**config.mk**
```make
export PLATFORM = sky130hd
export DESIGN_NAME = spi_slave_gen
export DESIGN_NICKNAME = d
export VERILOG_FILES = /design/src/rtl/spi_gen_pkg.sv /design/src/rtl/spi_tx_serializer.sv /design/src/rtl/spi_slave_gen.sv
export SDC_FILE = /design/constraint.sdc
export NUM_CORES = 1
export LEC_CHECK = 0
export ABC_AREA = 1
export ABC_CLOCK_PERIOD_IN_PS = 1750
export CAP_MARGIN = 30
export CORE_MARGIN = 1.5
export CORE_UTILIZATION = 45
export CTS_BUF_LIST = sky130_fd_sc_hd__clkbuf_2 sky130_fd_sc_hd__clkbuf_4 sky130_fd_sc_hd__clkbuf_8
export CTS_CLUSTER_SIZE = 24
export DETAILED_ROUTE_END_ITERATION = 8
export GPL_ROUTABILITY_DRIVEN = 0
export PLACE_DENSITY = 0.67
export SETUP_SLACK_MARGIN = 0.1
export SLEW_MARGIN = 10
export SYNTH_ARGS = -nofsm -noshare
export SYNTH_HDL_FRONTEND = slang
export SYNTH_SLANG_ARGS = --single-unit
```
**constraint.sdc**
```tcl
create_clock -name clk -period 1.75 [get_ports clk]
set_clock_uncertainty 0.15 [all_clocks]
set_input_delay 0.525 -clock clk [delete_from_list [all_inputs] [get_ports clk]]
set_output_delay 0.525 -clock clk [all_outputs]
set_load 0.02 [all_outputs]
```
**src/rtl/spi_gen_pkg.sv**
```systemverilog
// Shared constants for the generic SPI slave: FSM state codes, command encodings, default width.
package spi_gen_pkg;

  localparam int DEF_DATA_W = 8;

  typedef logic [2:0] state_t;

  localparam state_t ST_IDLE      = 3'd0;
  localparam state_t ST_CHK_CMD   = 3'd1;
  localparam state_t ST_WRITE     = 3'd2;
  localparam state_t ST_READ_ADD  = 3'd3;
  localparam state_t ST_READ_DATA = 3'd4;

  typedef enum logic [1:0] {
    WR_ADDR = 2'b00,
    WR_DATA = 2'b01,
    RD_ADDR = 2'b10,
    RD_DATA = 2'b11
  } cmd_e;

endpackage

```
**src/rtl/spi_tx_serializer.sv**
```systemverilog
// MSB-first read-data shifter; MISO shows the first bit the cycle after load, then one bit per cycle.
// Latency: DATA_W cycles of data, then done pulses once. Deasserting shift_en aborts and drives MISO low.
// Backpressure: none; load is accepted only while idle, so later loads are dropped.
module spi_tx_serializer
  import spi_gen_pkg::*;
#(
  parameter int DATA_W = DEF_DATA_W
) (
  input  logic              clk,
  input  logic              rst_n,
  input  logic              load,
  input  logic [DATA_W-1:0] tx_data,
  input  logic              shift_en,
  output logic              MISO,
  output logic              done
);

  localparam int SCW = $clog2(DATA_W + 1);

  logic              act;
  logic [SCW-1:0]    cnt;
  logic [DATA_W-1:0] sh;

  always_ff @(posedge clk or negedge rst_n) begin
    if (!rst_n) begin
      act  <= 1'b0;
      cnt  <= '0;
      sh   <= '0;
      MISO <= 1'b0;
      done <= 1'b0;
    end else begin
      done <= 1'b0;
      if (!shift_en) begin
        act  <= 1'b0;
        cnt  <= '0;
        MISO <= 1'b0;
      end else if (load && !act) begin
        act  <= 1'b1;
        MISO <= tx_data[DATA_W-1];
        sh   <= tx_data << 1;
        cnt  <= SCW'(DATA_W - 1);
      end else if (act) begin
        if (cnt == '0) begin
          // last bit has been on the wire for a full cycle; return the line to 0
          act  <= 1'b0;
          MISO <= 1'b0;
          done <= 1'b1;
        end else begin
          MISO <= sh[DATA_W-1];
          sh   <= sh << 1;
          cnt  <= cnt - SCW'(1);
        end
      end
    end
  end

  a_miso_stable: assert property (@(posedge clk) disable iff (!rst_n)
    (!act && !$past(act)) |-> (MISO == $past(MISO)));

endmodule

```
**src/rtl/spi_slave_gen.sv**
```systemverilog
// SPI slave front end: 1-bit prefix + FRAME_W-bit frame in, DATA_W read bits out. Macro SPI_SLAVE_GEN_FRAME_ERR_EN enables frame_err.
// Latency: rx_valid the cycle after the last frame bit; MISO starts the cycle after tx_valid is accepted.
// Backpressure: none; SS_n high aborts any frame and returns to IDLE the next cycle.
module spi_slave_gen
  import spi_gen_pkg::*;
#(
  parameter int DATA_W  = DEF_DATA_W,
  parameter int FRAME_W = DATA_W + 2
) (
  input  logic               clk,
  input  logic               rst_n,
  input  logic               MOSI,
  input  logic               SS_n,
  output logic               MISO,
  output logic [FRAME_W-1:0] rx_data,
  output logic               rx_valid,
  input  logic [DATA_W-1:0]  tx_data,
  input  logic               tx_valid,
  output logic               frame_err
);

  localparam int CW = $clog2(FRAME_W + 1);

  state_t             state;
  logic [CW-1:0]      cnt;
  logic [FRAME_W-2:0] sh;
  logic               rd_addr_seen;
  logic               tx_wait;
  logic               tx_busy;
  logic               tx_done;
  logic               rx_active;
  logic               last_bit;
  logic               ser_en;
  logic               load;

  assign rx_active = (state == ST_WRITE || state == ST_READ_ADD || state == ST_READ_DATA)
                     && (cnt != CW'(FRAME_W));
  assign last_bit  = (cnt == CW'(FRAME_W - 1));
  assign ser_en    = (state == ST_READ_DATA) && !SS_n;
  assign load      = ser_en && tx_wait && tx_valid && !tx_busy;

  always_ff @(posedge clk or negedge rst_n) begin
    if (!rst_n) begin
      state        <= ST_IDLE;
      cnt          <= '0;
      sh           <= '0;
      rx_data      <= '0;
      rx_valid     <= 1'b0;
      rd_addr_seen <= 1'b0;
      tx_wait      <= 1'b0;
      tx_busy      <= 1'b0;
    end else begin
      rx_valid <= 1'b0;
      if (state != ST_IDLE && SS_n) begin
        // abort: the frame in flight is dropped, rx_data and rd_addr_seen are kept
        state   <= ST_IDLE;
        cnt     <= '0;
        tx_wait <= 1'b0;
        tx_busy <= 1'b0;
      end else begin
        case (state)
          ST_IDLE: begin
            if (!SS_n) state <= ST_CHK_CMD;
          end
          ST_CHK_CMD: begin
            cnt <= '0;
            if (!MOSI)              state <= ST_WRITE;
            else if (!rd_addr_seen) state <= ST_READ_ADD;
            else                    state <= ST_READ_DATA;
          end
          ST_WRITE, ST_READ_ADD, ST_READ_DATA: begin
            if (rx_active) begin
              sh  <= {sh[FRAME_W-3:0], MOSI};
              cnt <= cnt + CW'(1);
              if (last_bit) begin
                rx_data  <= {sh, MOSI};
                rx_valid <= 1'b1;
                if (state == ST_READ_ADD) rd_addr_seen <= 1'b1;
                if (state == ST_READ_DATA) begin
                  rd_addr_seen <= 1'b0;
                  tx_wait      <= 1'b1;
                end
              end
            end
            if (load) begin
              tx_wait <= 1'b0;
              tx_busy <= 1'b1;
            end
            if (tx_done) tx_busy <= 1'b0;
          end
          default: state <= ST_IDLE;
        endcase
      end
    end
  end

  spi_tx_serializer #(.DATA_W(DATA_W)) u_ser (
    .clk      (clk),
    .rst_n    (rst_n),
    .load     (load),
    .tx_data  (tx_data),
    .shift_en (ser_en),
    .MISO     (MISO),
    .done     (tx_done)
  );

`ifdef SPI_SLAVE_GEN_FRAME_ERR_EN
  always_ff @(posedge clk or negedge rst_n) begin
    if (!rst_n) frame_err <= 1'b0;
    else        frame_err <= SS_n && (state == ST_CHK_CMD || rx_active || (tx_busy && !tx_done));
  end
`else
  assign frame_err = 1'b0;
`endif

  a_rst_outputs: assert property (@(posedge clk)
    !rst_n |=> (MISO == 1'b0 && rx_data == '0 && !rx_valid));

endmodule

```
==> key figures <==
Global routing
  • Total grt overflow: 0
  • Largest net degree at the start of global routing: 45
  • Initial antenna violation count: 0
  • First-pass GRT wire length: 7720 um
  • Gr usage total: 18.9%
  • Vias in the first global route: 1,773

Die
  • Core Rows: 25
  • DIE AREA: 5290 um2
  • I/O Pins: 26
  • Core ar.: 4690 um2
  • Initial Utilization: 46.6%
  • Die Width: 72.7 um
  • Die height: 72.7 um

Cells and area
  • N_diodes: 0
  • Layout Nets: 325
  • Layout cells sized above 1: 30.1%
  • Final Instance Count excl. Fillers: 363
  • P&R area growth vs syn: 30.9%

Place
  • Worst Setup Slack post-DPL: -0.314 ns
  • Buffers on Ports: 24
  • Placed Cells: 339
  • Post-DP HPWL: 2890 um

Yosys
  • Share of the yosys chip area belonging to registers: 50.3%
  • Netlist Area Pre-Place: 2190 um2
  • Mean Syn Cell Area: 8.64 um2
  • Post-synthesis register bit count: 44
  • Syn Nets: 270
  • Instance count of the mapped netlist: 253
  • Synth cell types: 31
  • Ys Warns: 0

Clock network
  • Worst skew pair latency: 0.30 ns
  • Clock sink total: 44
  • TritonCTS clock tree: built
  • CTS Hold Buffers Added: 0
  • Worst-path clk slew: 0.09 ns
  • Number of H-tree levels: 2
  • Num CTS Buffers: 5
  • CTS Root Cell: clkbuf_8
  • Clk buf depth: 2

STA
  • Final WS setup: 0.140 ns
  • Final Max Slew Viols: 0
  • Final setup violation count: 0
  • Max Freq: 0.621 GHz
  • Final period utilization: 92.0%
  • RSZ-0062 raised after global routing: true
  • Minimum clock period: 1.61 ns
  • Final hold vios: 0

Power and ir drop
  • P_int: 1.95 mW
  • Maximum vdd ir drop: 0.584 mV
  • Post-route total power: 2.81 mW
  • Clk pwr share: 28.8%
  • Sw Pwr: 0.868 mW
  • P_leak: 1.42 nW
  • Pwr dens: 982 nW/um2
  • Sequential Power Share: 44.1%
  • Combinational Power Share: 27.1%
  • Net Sw Frac: 30.8%

Outcome
  • Outcome: finished, final reports clean

Drt
  • Iteration count of the initial detailed-routing pass: 4
  • Post-DRT Antenna Nets: 0
  • Vias post-DR: 1,787
  • Overall routed net length: 4580 um
  • Drt via density: 4.92
  • DRC viols: 0
  • Initial detailed-routing violation count: 106
  • Avg WL per Cell: 12.6 um

Worst setup path
  • Worst path max stage delay: 0.39 ns
  • Worst Reg-to-Reg Cells: 7
  • CP max stage cell: dfrtp_1
  • Worst setup SP type: register
  • Worst path required time: 1.07 ns
  • Endpoint class of the critical path: output port
  • Critical path depth in cells: 1
  • CP Max Fanout: 2
  • Ordered list of cells on the worst path: clkdlybuf4s15_2
  • Crit path max-delay family: flip-flops
  • CP Class: register to output port
  • Buf+Inv Stages, Crit Path: 1
  • CP arrival: 0.93 ns

Min path
  • Min-Delay Path Class: primary input to async pin

Flow run
  • Max cap viols: 0
-- cell usage after synthesis --
cell type	count	area [um2]
nand2_2	2	12.5
nand3b_1	1	7.51
a21oi_4	1	16.3
conb_1	1	3.75
dfrtp_1	44	1100
clkbuf_1	1	3.75
ha_1	4	50.1
nand4_1	6	37.5
mux2i_1	1	10.0
a211oi_1	1	7.51
xor2_1	1	8.76
a21oi_1	2	10.0
clkbuf_2	1	5.00
buf_4	1	7.51
inv_2	1	3.75
nand2_4	3	33.8
inv_1	31	116
a31oi_1	1	6.26
nand2_1	79	297
o21ai_0	19	95.1
nor2_1	12	45.0
o31ai_1	1	7.51
nor2_4	3	33.8
inv_4	1	6.26
o211ai_4	1	21.3
buf_6	4	45.0
and3_2	1	7.51
o21ai_1	1	5.00
o21ai_2	10	87.6
nand3_1	17	85.1
nand3_2	1	10.0
-- power by group through the flow --
stage,clock (mW),combinational [mW],sequential [mW]
after global routing,0.873,0.864,1.26
after floorplan,0,0.438,1.25
after CTS,0.838,0.660,1.24
final,0.811,0.763,1.24
after global placement,0,0.603,1.25
after detailed placement,0,0.610,1.26
-- cells by family (layout without fill, tap and decap cells) --
family / Yosys count / count (layout) / synth area share, %
simple gates: 125 / 125 / 26.0
flops: 44 / 44 / 50.3
buf+inv: 40 / 95 / 8.58
compound gates: 37 / 38 / 11.7
fa+ha+maj: 4 / 4 / 2.29
other cells: 1 / 1 / 0.171
xor+xnor: 1 / 1 / 0.401
mux: 1 / 1 / 0.458
-- cell usage in the layout (no fill, tap or decap), types with 2 or more instances in the layout --
cell / n
nand2_1: 78
dfrtp_1: 40
inv_1: 27
buf_4: 26
o21ai_0: 17
nand3_1: 13
nor2_1: 11
o21ai_2: 11
clkdlybuf4s50_1: 9
nand4_1: 6
clkbuf_8: 6
buf_2: 6
clkdlybuf4s15_2: 6
inv_2: 5
nand2_4: 4
dfrtp_2: 4
nor2_4: 3
nand3_2: 3
ha_1: 3
nand3_4: 2
nand2_2: 2
a21oi_1: 2
o21ai_1: 2
buf_12: 2
-- timing repair --
item	CTS	global route
pin swaps	6	5
hold endpoints to repair	0	0
gates cloned	1	0
gates resized for setup	46	22
endpoints found under the setup margin	38	42
setup buffers	3	12
-- metrics by stage --
step / instance area [um2] / hold WS, ns / setup TNS, ns / util [%]
2_1_floorplan: 2190 / 0.0794 / 0 / -
3_3_place_gp: 2570 / 0.253 / -9.54 / 54.7
3_5_place_dp: 2570 / 0.259 / -9.65 / 54.7
4_1_cts: 2770 / 0.0377 / 0 / 59.0
5_1_grt: 2860 / 0.0417 / 0 / 61.0
6_report: 2860 / 0.0302 / 0 / 61.0
-- registers in the layout, indices dropped and copies added, names as in the netlist --
signal        flops
rx_data          10
sh                9
u_ser.sh          7
cnt               4
u_ser.cnt         4
state             3
rd_addr_seen      1
rx_valid          1
tx_busy           1
tx_wait           1
u_ser.MISO        1
u_ser.act         1
u_ser.done        1
-- final cells by class --
type,count,area [um2]
repair buffers,54,475
inverters,33,126
clock buffers,6,82.6
fillers,427,1830
well taps,54,67.6
multi-input cells,170,967
clock inverters,2,38.8
flip-flops and latches,44,1110
-- path summary, 6_finish.rpt --
check / startpoint / to / slack [ns]
worst max register to register: state[1]$_DFFE_PN0P_ / tx_wait$_DFFE_PN0P_ / 0.14
worst min register to register: u_ser.done$_DFF_PN0_ / tx_busy$_DFFE_PN0P_ / 0.28
worst min-delay path: rst_n / rx_data[9]$_DFFE_PN0P_ / 0.03
worst max-delay path: rx_data[4]$_DFFE_PN0P_ / rx_data[4] / 0.14
min in group clk: u_ser.done$_DFF_PN0_ / tx_busy$_DFFE_PN0P_ / 0.28
max in group asynchronous: rst_n / state[0]$_DFFE_PN0P_ / 1.18
-- layer usage --
metal	share of wire, %	track usage (%)	vias up
met1	45	24.1	841
li1	-	-	912
met4	0.98	7.34	0
met3	3.4	5.25	4
met5	0	0	-
met2	50	30.7	30
(Power assumes the default switching activity.)
==> variant, RTL diff (same settings) <==
The option `SPI_SLAVE_GEN_FRAME_ERR_EN` is turned on by a define.
--- a/src/rtl/spi_slave_gen.sv
+++ b/src/rtl/spi_slave_gen.sv
@@ -3,2 +3,4 @@
 // Backpressure: none; SS_n high aborts any frame and returns to IDLE the next cycle.
+`define SPI_SLAVE_GEN_FRAME_ERR_EN
+
 module spi_slave_gen
Behaviour: not the same (a bounded check fails within 4 cycles, from zero or initial values and one cycle with rst_n low).
==> variant against the original RTL <==
Worst setup slack worse by 0.024 ns; total power rose by 1.4%; final cell count grew 6.1%; hold slack worse by 0.010 ns; core utilization up 0.60 points; clock power is 16% lower; area after synthesis fell by 1.3%; non-clock buffer count grew 2; sequential cell count rose by 1; routed wire length shrank 2.3%; final area is 0.31% higher; combinational power is 15% higher; largest cell class unchanged.
==> variant: results (changes against the original RTL) <==
{| class="wikitable"
! Metric !! Value
|-
| Crit path to || u_ser.cnt[2] (was rx_data[4])
|-
| Top cells by count, synth || sky130_fd_sc_hd__nand2_1 (110), sky130_fd_sc_hd__dfrtp_1 (45), sky130_fd_sc_hd__inv_1 (27), sky130_fd_sc_hd__nand3_1 (21) (was sky130_fd_sc_hd__nand2_1 (79), sky130_fd_sc_hd__dfrtp_1 (44), sky130_fd_sc_hd__inv_1 (31), sky130_fd_sc_hd__o21ai_0 (19), sky130_fd_sc_hd__nand3_1 (17))
|-
| Worst hold slack || 0.0200 ns (was 0.0302 ns)
|-
| Share of power burned in registers || 0.454 (was 0.441)
|-
| Tightest slew margin relative to the limit || 0.812
|-
| Pin count of the biggest net entering global routing || 46 (was 45)
|-
| Port buffer count || 25 (was 24)
|-
| Post-Place Worst Slack || -0.370 ns (was -0.314 ns)
|-
| Sequential element share of the synthesized area || 0.521 (was 0.503)
|-
| Resized cells post-CTS || 54 (was 46)
|-
| Number of global-route vias before repair || 1796 (was 1773)
|-
| Mapped Nets || 286 (was 270)
|-
| First-pass GRT wire length || 7.99 mm (was 7.72 mm)
|-
| Hold Path Class || input port to async pin (unchanged)
|-
| Static Leakage || 1.47 nW (was 1.42 nW)
|-
| Worst reg2reg setup slack || 0.12 ns (was 0.14 ns)
|-
| Number of nets in the layout || 347 (was 325)
|-
| Path depth of the worst reg2reg path || 9 (was 7)
|-
| Worst supply voltage drop on vdd || 452 uV (was 584 uV)
|-
| Total placed instance area || 2590 sq um (was 2570 sq um)
|-
| Worst setup startpoint || u_ser.cnt[0] (was rx_data[4])
|-
| Synthesized instance count || 269 (was 253)
|-
| Initial DRC count || 129 (was 106)
|-
| Total design power || 0.00285 W (was 0.00281 W)
|-
| Setup repair bufs after CTS || 7 (was 3)
|-
| Share of layout cells above drive strength 1 || 0.287 (was 0.301)
|-
| Overall Global Routing Usage || 0.197 (was 0.189)
|-
| Post-detailed-routing wire length || 4.48 mm (was 4.58 mm)
|-
| Avg Vias per Cell || 4.86 (was 4.92)
|-
| Switching share of total power || 0.355 (was 0.308)
|-
| Top cells by area in the synthesized netlist || sky130_fd_sc_hd__dfrtp_1 (52%), sky130_fd_sc_hd__nand2_1 (19%), sky130_fd_sc_hd__nand3_1 (4.9%) (was sky130_fd_sc_hd__dfrtp_1 (50%), sky130_fd_sc_hd__nand2_1 (14%), sky130_fd_sc_hd__inv_1 (5.3%))
|-
| Critical Path AT || 1.69 ns (was 0.93 ns)
|-
| Peak fanout along the critical path || 5 (was 2)
|-
| Outcome || completed (unchanged)
|-
| Dpl hpwl || 3.01 mm (was 2.89 mm)
|-
| Fin cells || 385 (was 363)
|-
| Clock group || 0.000678 W (was 0.000811 W)
|}
[variant: layout make-up]
class / instances / area, sq um
multi-input combinational: 190 / 990
clock buffer: 5 / 68.8
tap: 54 / 67.6
timing repair inverter: 1 / 7.51
sequential: 45 / 1130
clock inverter: 3 / 25.0
fill: 424 / 1790
timing repair buffer: 56 / 460
inverter: 31 / 124
[variant: routing by layer]
| metal | up-vias | GRT usage | share of wire |
|---|---|---|---|
| li1 | 968 | - | - |
| met1 | 864 | 0.271 | 0.48 |
| met2 | 33 | 0.316 | 0.47 |
| met3 | 5 | 0.0389 | 0.033 |
| met4 | 0 | 0.0629 | 0.011 |
| met5 | - | 0 | 0 |
[variant: kinds of logic (layout without fill, tap and decap cells)]
| family | Yosys count | after routing | synth area share |
|---|---|---|---|
| adders and majority gates | 4 | 4 | 0.0232 |
| DFF | 45 | 45 | 0.521 |
| buffers and inverters | 34 | 96 | 0.0678 |
| and+or+nand+nor | 160 | 160 | 0.317 |
| AOI/OAI and AO/OA | 26 | 26 | 0.0701 |
